<file path="src/rtl/fifo_pkg.sv">
// rtl/fifo_pkg.sv - shared types and constants for the FIFO serial drain engine
package fifo_pkg;

  typedef enum logic [2:0] {
    ST_IDLE,
    ST_POP,
    ST_LOAD,
    ST_START,
    ST_DATA,
    ST_PARITY,
    ST_STOP
  } tx_state_t;

  localparam int WCNT_W = 16;

  localparam int PARITY_NONE = 0;
  localparam int PARITY_EVEN = 1;

endpackage

</file>
<file path="src/rtl/fifo_serial_tx_bit_timer.sv">
// rtl/fifo_serial_tx_bit_timer.sv - per-bit cycle counter for the serial framer
module bit_timer #(
  parameter int CLKS_PER_BIT = 16
) (
  input  logic rd_clk,
  input  logic rstrn,
  input  logic clear,
  output logic bit_done
);

  localparam int CW = (CLKS_PER_BIT > 1) ? $clog2(CLKS_PER_BIT) : 1;
  localparam logic [CW-1:0] LAST = CW'(CLKS_PER_BIT - 1);

  logic [CW-1:0] cnt_q, cnt_d;

  assign bit_done = (cnt_q == LAST);

  // Wrapping on bit_done keeps consecutive DATA bits aligned without a state change.
  always_comb begin
    cnt_d = cnt_q + CW'(1);
    if (clear || bit_done) cnt_d = '0;
  end

  always_ff @(posedge rd_clk or negedge rstrn) begin
    if (!rstrn) cnt_q <= '0;
    else        cnt_q <= cnt_d;
  end

endmodule

</file>
<file path="src/rtl/fifo_serial_tx.sv">
// rtl/fifo_serial_tx.sv - pops FIFO words and shifts them out LSB-first on a UART-style line
module fifo_serial_tx
  import fifo_pkg::*;
#(
  parameter int DWIDTH       = 32,
  parameter int CLKS_PER_BIT = 16,
  parameter int PARITY_EN    = 0
) (
  input  logic              rd_clk,
  input  logic              rstrn,
  input  logic              enable,
  input  logic              empty,
  input  logic [DWIDTH-1:0] fifo_dout,
  output logic              rd_en,
  output logic              tx,
  output logic              busy,
  output logic [WCNT_W-1:0] words_sent
);

  localparam int IW = (DWIDTH > 1) ? $clog2(DWIDTH) : 1;
  localparam logic [IW-1:0] LAST_BIT = IW'(DWIDTH - 1);

  tx_state_t         state_q, state_d;
  logic [DWIDTH-1:0] shreg_q, shreg_d;
  logic [IW-1:0]     bit_idx_q, bit_idx_d;
  logic              parity_q, parity_d;
  logic [WCNT_W-1:0] words_sent_q, words_sent_d;
  logic              rd_en_q;
  logic              bit_done;
  logic              timer_clear;

  // Restart the bit period whenever the FSM moves to a different state.
  assign timer_clear = (state_d != state_q);

  bit_timer #(
    .CLKS_PER_BIT(CLKS_PER_BIT)
  ) u_bit_timer (
    .rd_clk  (rd_clk),
    .rstrn   (rstrn),
    .clear   (timer_clear),
    .bit_done(bit_done)
  );

  always_comb begin
    state_d      = state_q;
    shreg_d      = shreg_q;
    bit_idx_d    = bit_idx_q;
    parity_d     = parity_q;
    words_sent_d = words_sent_q;
    tx           = 1'b1;
    case (state_q)
      ST_IDLE: begin
        if (enable && !empty) state_d = ST_POP;
      end
      ST_POP: begin
        state_d = ST_LOAD;
      end
      ST_LOAD: begin
        shreg_d   = fifo_dout;
        parity_d  = ^fifo_dout;
        bit_idx_d = '0;
        state_d   = ST_START;
      end
      ST_START: begin
        tx = 1'b0;
        if (bit_done) state_d = ST_DATA;
      end
      ST_DATA: begin
        tx = shreg_q[0];
        if (bit_done) begin
          if (bit_idx_q == LAST_BIT) begin
            state_d = (PARITY_EN == PARITY_EVEN) ? ST_PARITY : ST_STOP;
          end else begin
            shreg_d   = shreg_q >> 1;
            bit_idx_d = bit_idx_q + IW'(1);
          end
        end
      end
      ST_PARITY: begin
        tx = parity_q;
        if (bit_done) state_d = ST_STOP;
      end
      ST_STOP: begin
        if (bit_done) begin
          words_sent_d = words_sent_q + WCNT_W'(1);
          state_d      = ST_IDLE;
        end
      end
      default: state_d = ST_IDLE;
    endcase
  end

  always_ff @(posedge rd_clk or negedge rstrn) begin
    if (!rstrn) begin
      state_q      <= ST_IDLE;
      shreg_q      <= '0;
      bit_idx_q    <= '0;
      parity_q     <= 1'b0;
      words_sent_q <= '0;
      rd_en_q      <= 1'b0;
    end else begin
      state_q      <= state_d;
      shreg_q      <= shreg_d;
      bit_idx_q    <= bit_idx_d;
      parity_q     <= parity_d;
      words_sent_q <= words_sent_d;
      rd_en_q      <= (state_d == ST_POP);
    end
  end

  assign rd_en      = rd_en_q;
  assign busy       = (state_q != ST_IDLE);
  assign words_sent = words_sent_q;

endmodule

</file>
<file path="config.mk">
export PLATFORM = sky130hd
export DESIGN_NAME = fifo_serial_tx
export DESIGN_NICKNAME = d
export VERILOG_FILES = /design/src/rtl/fifo_pkg.sv /design/src/rtl/fifo_serial_tx_bit_timer.sv /design/src/rtl/fifo_serial_tx.sv
export SDC_FILE = /design/constraint.sdc
export NUM_CORES = 1
export LEC_CHECK = 0
export CORE_AREA = 3 3 96 98
export CTS_CLUSTER_DIAMETER = 120
export DETAILED_ROUTE_END_ITERATION = 16
export DIE_AREA = 0 0 99 101
export MAX_ROUTING_LAYER = met4
export SYNTH_ARGS = -nofsm -noshare
export SYNTH_HDL_FRONTEND = slang
export SYNTH_SLANG_ARGS = --single-unit
</file>
<file path="constraint.sdc">
create_clock -name rd_clk -period 4.9 [get_ports rd_clk]
set_clock_uncertainty 0.2 [all_clocks]
set_input_delay 0.49 -clock rd_clk [delete_from_list [all_inputs] [get_ports rd_clk]]
set_output_delay 0.49 -clock rd_clk [all_outputs]
set_load 0.01 [all_outputs]
</file>
Word level (Yosys, flattened, before mapping)
Cells that the tools add are included.

Bits in registers: 62. Input port bits: 36. Output and inout port bits: 19. Logic and storage cells: 46.

Add/subtract/negate cells: 3. Equality and inequality tests: 12. Multiplexer cells: 15. Reductions and logical operators: 9.

Operator list (count): 32-bit two-way mux (2); 32-bit one-hot mux with 2 select lines (1); 32-bit parity (1); 3-bit one-hot mux with 7 select lines (1); 3-bit two-way mux (6); 16-bit by 1-bit adder with 16-bit output, second input constant (1); 5-bit two-way mux (2); 5-bit one-hot mux with 2 select lines (1); 3-bit == test, second input constant (3); 3-bit by 1-bit == test with 1-bit output, second input constant (2); 3-bit by 2-bit == test with 1-bit output, second input constant (2); 5-bit by 1-bit adder with 5-bit output, second input constant (1); 5-bit == test, second input constant (1); 4-bit by 1-bit adder with 4-bit output, second input constant (1); 4-bit == test, second input constant (1); 4-bit two-way mux (1); 3-bit logical NOT (1); 3-bit inequality test (1); 1-bit one-hot mux with 3 select lines (1); 3-bit AND reduction (1); 3-bit nonzero test (1); 2-bit by 1-bit inequality test with 1-bit output, second input constant (1); 2-bit inequality test, second input constant (1); 2-bit AND reduction (1); other kinds (4) (4).

Depth between registers and ports, before layout
Gate-level depths: netlist (run 1).

Depth after elaboration: 7. Gate-level depth with buffers: 10. Depth with buffers taken out: 7.

Hierarchy
A second synthesis (run 1) with hierarchy kept.

Cells, all modules: 303. Area, all modules: 3174.3 um2.

By module, submodules not included: fifo_serial_tx (instances 1, cells each 290, area each 3002.9 um2, seq. area each 1451.4 um2); bit_timer (instances 1, cells each 13, area each 171.4 um2, seq. area each 100.1 um2).

Worst setup path before layout (run 1)
Ideal clock, no wire load.

Path type: register -> register. Start: register bit_idx_q[0]. End: register shreg_q[11]. Setup time: 129 ps. Arrival time: 1742 ps. Required time: 4571 ps. Slack: 2829 ps. Cell stages (with the launch flop): 9. Path buffers: 2. Period minus slack after synthesis: 2071 ps. Path through: dfrtp_1 > ha_1 > and3_1 > ha_1 > nor3_4 > or2_1 > buf_6 > buf_6 > a31oi_2.

Longest elaborated chain between the ends: 3.

Ends and longest elaborated chain: start, declared (RTL line fifo_serial_tx.sv:25) `logic [IW-1:0] bit_idx_q, bit_idx_d;`; start signal, assigned (RTL line fifo_serial_tx.sv:104) `bit_idx_q <= bit_idx_d;`; 5-bit == test (RTL line fifo_serial_tx.sv:71) `if (bit_idx_q == LAST_BIT) begin`; 2-bit inequality test (no source line); 3-bit AND reduction (no source line); end signal, assigned (RTL line fifo_serial_tx.sv:103) `shreg_q <= shreg_d;`; end, declared (RTL line fifo_serial_tx.sv:24) `logic [DWIDTH-1:0] shreg_q, shreg_d;`.

No other way between the ends. A chain may end at the register's enable or synchronous reset.

Worst setup path in the final report (run 1)
Start: register state_q[2]. End: output port tx.

Longest elaborated chain between the ends: 2. Elaborated cells between the ends (all ways): 4. Classes of those cells: 3 x eq/ne; 1 x mux.

Ends and longest elaborated chain: start, declared (RTL line fifo_serial_tx.sv:23) `tx_state_t state_q, state_d;`; start signal, assigned (RTL line fifo_serial_tx.sv:102) `state_q <= state_d;`; 3-bit == test / 3-bit by 2-bit == test with 1-bit output (equally long branches) (RTL line fifo_serial_tx.sv:51) `case (state_q)`; 1-bit one-hot mux with 3 select lines * (RTL line fifo_serial_tx.sv:51); end, declared (RTL line fifo_serial_tx.sv:15) `output logic tx,`.

Every way passes the cells marked *; elsewhere a longest branch is shown, timed or not.

==> metrics.txt, run 1 <==
slack of the worst reg-to-reg path 2020 ps; Clk Latency, worst-skew pair 340 ps; drt drc 0; WP buf/inv 2; Hold-fix buffers, CTS 0; I/O pin total 55; grt ovf 0; crit-path cells nor2b_4 > nand2b_1 > buf_4 > nor2_1 > a21oi_1 > clkdlybuf4s50_1; Root Buffer clkbuf_8; Die X 99 µm; Max Cap Viol 0; P&R area growth vs syn 22.8%; Seq/Total Area, Yosys 46.0%; Worst Setup EP tx; Critical Path RT 4210 ps; nets@finish 429; CTS Buf Count 9; Syn Area/Cell between 9 and 10 µm²; fin util approximately 48%; number of synthesized flops with an enable pin 0; Die Y 101 µm; CTS resizes 0; synthesized area 0.00337 mm²; Worst Hold Class in -> async; FF-to-FF path depth 8; Die ar. about 0.010 mm²; Final Hold Fails 0; area leader, netlist dfrtp_1; Yosys Warn Count 0; RSZ-0062 raised after global routing false; Final Routed Wirelength ~6400 µm; vias per cell 4.82; R2R Path Start state_q[2]; Antenna Nets Post-Route 0; hpwl dp 4400 µm; largest net degree at the start of global routing 63; WS Path Type reg -> out; P_leak 1.75 nW; Synth top cells by count nand2_1, dfrtp_1, nor2_1; outcome finished clean; Worst path depth 6; CTS sink cnt 62; Worst EP arrival between 2000 and 2500 ps; clk slew on worst S/H paths ~70 ps; Tmin final 2950 ps; leading cell type by number of instances after synthesis nand2_1; WHS 110 ps; Initial Util 39.5%; Pre-antenna DRT Iters 4; met2 usage 21.8%; layout cells sized above 1 14.5%; met1 Resource Use GR between 15 and 20%; Yosys cell types 32; Core Footprint 0.00855 mm²; PD cells 284 mW/mm²; delay-heaviest family, CP buffers and inverters; via count 2422; Max Fclk 0.340 GHz; CP max stage delay ~570 ps; end of the worst register-to-register path shreg_q[28]; DR WL/cell between 10 and 15 µm; Worst setup EP type primary output; Final period util ~60%; antenna violations before repair 0; crit path max-delay cell type clkdlybuf4s50_1; Site Rows 34; GRT Overall Usage 14.0%; FFs w/ async S/R, synth 100%; Mapped Cells 338; Critical Path Start Type flip-flop; Inserted Diodes 0; H-tree lvl count 3; setup ws final 1960 ps; Syn Nets 378; post-synth top area share 46.0%; Setup Slack @ Placement 2010 ps; RePlAce Congestion 0.808; Clock Tree Buf Depth 2; initial drt markers 84; vias in the first global route 2325; #FFs+latches synth 62; Post-synth top flop dfrtp_1; layer carrying the most global-route usage met2; CP Launch Point state_q[2]; worst rel slew slack 47.2%; Final Max Tran Viols 0; Final setup viols 0; first-pass GRT wire length around 11000 µm; peak supply drop roughly 0.13 mV; worst-path maximum fanout 33; CTS tree yes; grt met3 use around 4.6%; largest cells by area after synthesis dfrtp_1, a31oi_2, xnor2_1; Slew @ Worst Pin 792 ps; setup bufs post-CTS 0; post-route setup TNS 0 ps; port bufs 54
==> sequential cells by signal, summed over array words and instances, names as in the netlist <==
register and count:
bit_idx_q 5, state_q 3, u_bit_timer.cnt_q 4, shreg_q 32
rd_en 1, words_sent 16, parity_q 1
==> worst min path at each step <==
stage	cells past startpoint	slack [ps]	endpoint
after floorplan	0	-6	bit_idx_q[0]
after global placement	1	250	u_bit_timer.cnt_q[0]
after detailed placement	1	250	u_bit_timer.cnt_q[0]
after CTS	2	150	words_sent[6]
after global routing	2	190	words_sent[5]
final	2	110	words_sent[6]
==> per-layer routing <==
layer | routed length [µm] | up-vias
li1 | - | 1228
met1 | 3010 | 1128
met2 | 2960 | 58
met3 | 346 | 8
met4 | 59 | 0
met5 | 0 | -
==> cell usage in the layout, fill, tap and decap left out, types with 5 or more instances in the layout <==
cell type        count
xnor2_1             39
a31oi_2             29
clkbuf_8            10
nor2_1              48
a21oi_1              5
xor2_1              11
and3_1               5
nand3_1             10
nand2_1             73
dfrtp_1             62
clkdlybuf4s50_1     53
==> layout make-up <==
class                           instances  area (µm²)
Fill cell                             806        4410
Clock inverter                          4        70.1
Tap cell                              108         135
Timing Repair Buffer                   58         566
Multi-Input combinational cell        254        1660
Inverter                                4        15.0
Sequential cell                        62        1550
Clock buffer                           12         145
==> per-stage QoR <==
step           cell area (µm²)  std cells  power [mW]
6_report                  4140        502        1.18
4_1_cts                   4140        502        1.20
5_1_grt                   4140        502        1.23
2_1_floorplan             3370        338       0.633
3_5_place_dp              3930        486       0.696
3_3_place_gp              3930        486       0.694
==> cells by family (layout without fill, tap and decap cells) <==
group / after synthesis / count (layout) / share of synthesized area (%)
simple gates: 153 / 153 / 20.2
xor+xnor: 50 / 50 / 13.0
fa+ha+maj: 4 / 4 / 1.48
flops: 62 / 62 / 46.0
compound gates: 45 / 45 / 13.8
mux: 2 / 2 / 0.667
buf+inv: 22 / 78 / 4.89
==> where the power goes <==
group          internal (mW)  total, mW  switching, mW
clock                  0.299      0.496          0.197
sequential             0.529      0.538        0.00903
combinational         0.0815      0.145         0.0631
total                  0.910       1.18          0.269
No activity file was read; power rests on OpenSTA's default activity.
==> inputs of run 2 (changes only) <==
clock period = 3 ns   (was 4.9 ns; I/O delays follow)
==> run 2 against run 1 <==
Core utilization grew 0.50 points. First-iteration DRC count grew 31%. Cell area grew 1.0%. Die area is the same. Sequential share of layout area shrank 0.38 points. Flip-flop and latch count is the same. Count of clock-buffer cells in the layout is the same. Critical path depth grew 2. Combinational power grew 66%. Largest cell class unchanged. Highest routed layer unchanged.
==> metrics.txt, run 2 (same netlist as run 1, synthesis figures left out) <==
P_leak 1.77 nW (+1.2%); Worst Setup EP shreg_q[9]; Die ar. 0.0100 mm² (unchanged); Power, Total 1.92 mW (+63%); worst-path maximum fanout 53 (+61%); Final Hold Fails 0 (unchanged); Worst setup EP type flip-flop; nets@finish 431 (+0.47%); Top reg by flops shreg_q; Pre-antenna DRT Iters 5 (+1); fin util 48.9% (+0.50 points); end of the worst register-to-register path shreg_q[9]; Worst Hold Class reg -> reg; Slew @ Worst Pin 723 ps (-69.6 ps); CTS resizes 0 (unchanged); Critical Path RT 3050 ps (-1160 ps); Worst EP arrival 2540 ps (+290 ps); PD cells 458 mW/mm² (+61%); slack of the worst reg-to-reg path 510 ps (-1510 ps); Initial Util 39.5% (unchanged); hpwl dp 4450 µm (+1.1%); R2R Path Start bit_idx_q[0]; FILL cells 812 (+0.74%); Clk Latency, worst-skew pair 330 ps (about the same); Die Y 101 µm (unchanged); CTS sink cnt 62 (unchanged); Final period util 82.9%; post-route setup TNS 0 ps (unchanged); grt ovf 0 (unchanged); RePlAce Congestion 0.749 (-7.2%); outcome finished clean; CTS tree yes; DR WL/cell 12.4 µm (-2.4%); placed inst area 0.00396 mm² (+0.83%); CP max stage delay 410 ps (-160 ps); Clock Tree Buf Depth 2 (unchanged); vias per cell 4.77 (-1.2%); most used cell, CP ha_1; layout cells sized above 1 14.6% (+0.18 points); Die X 99 µm (unchanged); crit-path cells ha_1 > and3_1 > ha_1 > nor3_4 > or2_2 > buf_12 > nor2_1 > a31oi_2; Tmin final 2490 ps; first-pass GRT wire length 10700 µm (-1.6%); via count 2403 (-0.78%); most frequent cells in the layout nand2_1, dfrtp_1, clkdlybuf4s50_1; RSZ-0062 raised after global routing false; Core Footprint 0.00855 mm² (unchanged); worst rel slew slack 51.8% (+4.6 points); Inserted Diodes 0 (unchanged); antenna violations before repair 0 (unchanged); worst hold stages 1; I/O pin total 55 (unchanged); Inst Count DP 487 (+0.21%); largest net degree at the start of global routing 54 (-14%); Final Max Tran Viols 0 (unchanged); Critical Path Start Type flip-flop; WS Path Type reg -> reg; CTS Buf Count 9 (unchanged); port bufs 54 (unchanged); Largest register FFs 32 (unchanged); GRT Overall Usage 13.7% (-0.25 points); FF-to-FF path depth 8 (unchanged); Final Routed Wirelength 6250 µm (-2.0%); drt drc 0 (unchanged); Max Fclk 0.402 GHz; P&R area growth vs syn 24.0%; crit path max-delay cell type dfrtp_1; initial drt markers 110 (+31%); Final setup viols 0 (unchanged); CP Launch Point bit_idx_q[0]; vias in the first global route 2303 (-0.95%); Site Rows 34 (unchanged); H-tree lvl count 3 (unchanged); most common cell after layout, fill and taps aside nand2_1; fin cells 504 (+0.40%); Finished Cell Area 0.00419 mm² (+1.0%); Antenna Nets Post-Route 0 (unchanged); clk slew on worst S/H paths 70 ps (about the same); Root Buffer clkbuf_8; peak supply drop 0.276 mV (+110%); Max Cap Viol 0 (unchanged)
run 2: final cells by class:
type                    instances  area, µm²  area share (%)
clock buffers                  12        145            3.47
clock inverters                 4       70.1            1.67
inverters                       4       15.0           0.359
multi-input cells             254       1660            39.7
flip-flops and latches         62       1550            37.1
well taps                     108        135            3.23
repair buffers                 60        608            14.5
run 2: how the worst min path moves through the flow:
| stage | start | to | slack, ps |
|---|---|---|---|
| 6_report | u_bit_timer.cnt_q[0] | u_bit_timer.cnt_q[0] | 260 |
| 5_1_grt | words_sent[15] | words_sent[15] | 290 |
| 2_1_floorplan | rstrn | bit_idx_q[0] | -200 |
| 4_1_cts | u_bit_timer.cnt_q[0] | u_bit_timer.cnt_q[0] | 260 |
| 3_3_place_gp | rstrn | words_sent[5] | 200 |
| 3_5_place_dp | rstrn | words_sent[6] | 200 |
run 2: per-layer routing:
metal / up-vias / track usage [%] / share of wire (%) / routed length [µm]
li1: 1232 / - / - / -
met1: 1113 / 17.9 / 49 / 3090
met5: - / - / 0 / 0
met2: 52 / 20.6 / 45 / 2820
met4: 0 / 4.41 / 0.58 / 36
met3: 6 / 4.01 / 4.9 / 305
run 2: worst max-delay path: cells and delay by family (launching register included):
family                   cells  cell delay [ps]
adder cells (fa/ha/maj)      2              440
flip-flops                   1              410
AO/OA/AOI/OAI                1              140
buffers and inverters        1              300
AND/OR/NAND/NOR              4              900
run 2: power by group:
part           switching (mW)  internal [mW]
logic                   0.105          0.136
registers              0.0144          0.864
clock network           0.309          0.489
total                   0.429           1.49
run 2: metrics by stage:
stage          worst slack (ps)  hold slack, ps
6_report                    512             261
5_1_grt                     335             286
4_1_cts                     490             262
3_5_place_dp                508             203
3_3_place_gp                612             201
2_1_floorplan               929            -196
run 2: repair_timing:
item / in CTS / in global routing
endpoints found under the hold margin: 29 / 0
setup buffers: 0 / 0
hold buffers: 1 / 0
==> inputs of run 3 (changes only) <==
clock period = 2.55 ns   (was 3 ns; I/O delays follow)
==> run 3 against run 2 <==
Sequential share of layout area about the same. Largest cell class unchanged. Worst setup slack got worse by 370 ps. Flip-flop and latch count stayed put. Combinational power up 16%. Cell area unchanged. Critical endpoint is now tx. Sequential power increased by 17%. Routed wire length is 0.85% higher. Global-route usage up 0.29 points. Via count rose by 3.3%. Count of clock-buffer cells in the layout grew 1.
==> metrics.txt, run 3 (same netlist as run 1, synthesis figures left out) <==
vias in the first global route 2374 (+3.1%); fin cells 505 (+0.20%); Largest register FFs 32 (unchanged); DR WL/cell 12.5 µm (+0.65%); hpwl dp 4600 µm (+3.4%); via count 2483 (+3.3%); Core Footprint 0.00855 mm² (unchanged); H-tree lvl count 3 (unchanged); Max Fclk between 0.4 and 0.5 GHz; PD cells 535 mW/mm² (+17%); CTS Buf Count 9 (unchanged); CP max stage delay 570 ps (+160 ps); layout cells sized above 1 15.6% (+0.97 points); Worst setup EP type primary output; Worst EP arrival 1950 ps (-590 ps); port bufs 54 (unchanged); crit path max-delay cell type clkdlybuf4s50_1; combinational share of power 12.4% (-0.2 points); largest net degree at the start of global routing 63 (+17%); peak supply drop 0.237 mV (-14%); Die Y 101 µm (unchanged); Critical Path RT 2100 ps (-950 ps); Inserted Diodes 0 (unchanged); Clk Latency, worst-skew pair 340 ps (about the same); vias per cell 4.92 (+3.1%); CTS tree yes; Slew @ Worst Pin 400 ps (-323 ps); Final Max Tran Viols 0 (unchanged); Final Routed Wirelength 6300 µm (+0.85%); Clock Tree Buf Depth 2 (unchanged); Root Buffer clkbuf_8; worst rel slew slack 73.3% (+22 points); most frequent cells in the layout nand2_1, dfrtp_1, clkdlybuf4s50_1; RSZ-0062 raised after global routing false; drt drc 0 (unchanged); outcome finished clean; clk slew on worst S/H paths 70 ps (about the same); sw frac 22.8% (+0.45 points); Worst Hold Class in -> async; grt ovf 0 (unchanged); setup ws final 140 ps (-371 ps); setup bufs post-CTS 0 (unchanged); Final setup viols 0 (unchanged); GRT Overall Usage 14.0% (+0.29 points); antenna violations before repair 0 (unchanged); Final period util 94.5%; Critical Path Start Type flip-flop; Antenna Nets Post-Route 0 (unchanged); P&R area growth vs syn 24.0% (unchanged); Site Rows 34 (unchanged); Max Cap Viol 0 (unchanged); initial drt markers 109 (-0.91%); crit-path cells nor2b_4 > nand2b_1 > nor2_1 > a21oi_1 > clkdlybuf4s50_1; CTS sink cnt 62 (unchanged); Pre-antenna DRT Iters 4 (-1); Initial Util 39.5% (unchanged); Top reg by flops shreg_q; most common cell after layout, fill and taps aside nand2_1; Tmin final 2410 ps; post-route setup TNS 0 ps (unchanged); P_leak 1.78 nW (+0.28%); internal power 1.73 mW (+16%); Seq pwr share 46.1% (+0.3 points); WS Path Type reg -> out; Inst Count DP 488 (+0.21%); Sw Pwr 511 µW (+19%); I/O pin total 55 (unchanged); worst-path maximum fanout 12 (-77%); Final Hold Fails 0 (unchanged); nets@finish 432 (+0.23%); Setup Slack @ Placement 223 ps (-285 ps); FF-to-FF path depth 8 (unchanged); Clock Power Share 41.4% (-0.2 points); first-pass GRT wire length 10800 µm (+1.0%); Die ar. 0.0100 mm² (unchanged); Die X 99 µm (unchanged); RePlAce Congestion 0.753 (+0.49%)
==> run 3: cell types whose count changed in the layout (fill, tap and decap cells not counted), sizes merged <==
cell	delta
buf	+1
bufinv	-1
clkbuf	+1
==> run 3: routing by layer <==
layer  up-vias  wire, µm  GRT usage, %
met5         -         0             -
met4         0       103          5.88
met3         8       358          4.43
met2        59      2870          20.8
met1      1182      2970          17.7
li1       1234         -             -
==> run 3: power by group through the flow <==
stage	combinational, mW	clock (mW)	sequential (mW)
after global placement	0.282	0	1.05
after global routing	0.306	1.00	1.04
after floorplan	0.170	0	1.05
final	0.279	0.928	1.03
after CTS	0.285	0.950	1.03
after detailed placement	0.284	0	1.05
==> run 3: final cells by class <==
class                           count  area [µm²]
Fill cell                         798        4370
Clock inverter                      3        40.0
Sequential cell                    62        1550
Timing Repair Buffer               61         603
Multi-Input combinational cell    254        1660
Tap cell                          108         135
Inverter                            4        15.0
Clock buffer                       13         179
==> run 3: repair_timing <==
item / 4_1_cts / 5_1_grt
hold buffers: 1 / 0
gates resized for setup: 0 / 1
endpoints found under the setup margin: 0 / 1
endpoints found under the hold margin: 16 / 0
==> run 3: worst max-delay path: cells and delay by family, from the launching register on <==
family / cells / cell delay, ps
flip-flops: 1 / 480
AO/OA/AOI/OAI: 1 / 170
AND/OR/NAND/NOR: 3 / 400
buffers and inverters: 1 / 570
==> run 3: final timing paths <==
check	from	endpoint	slack, ps
worst max-delay path	state_q[2]	tx	140
worst min-delay path	rstrn	words_sent[6]	160
worst max register to register	bit_idx_q[0]	shreg_q[7]	240
worst min register to register	words_sent[15]	words_sent[15]	280
max in group asynchronous	rstrn	shreg_q[21]	1290
min in group rd_clk	words_sent[15]	words_sent[15]	280
==> run 3: stage by stage <==
step | util, % | power [mW] | hold WS [ps] | instance area [µm²]
finish | 48.9 | 2.24 | 161 | 4190
global route | 48.9 | 2.34 | 184 | 4190
CTS | 48.9 | 2.27 | 163 | 4180
detailed placement | 46.3 | 1.34 | 2.42 | 3960
global placement | 46.3 | 1.33 | 6.22 | 3960
floorplan | - | 1.22 | -241 | 3370
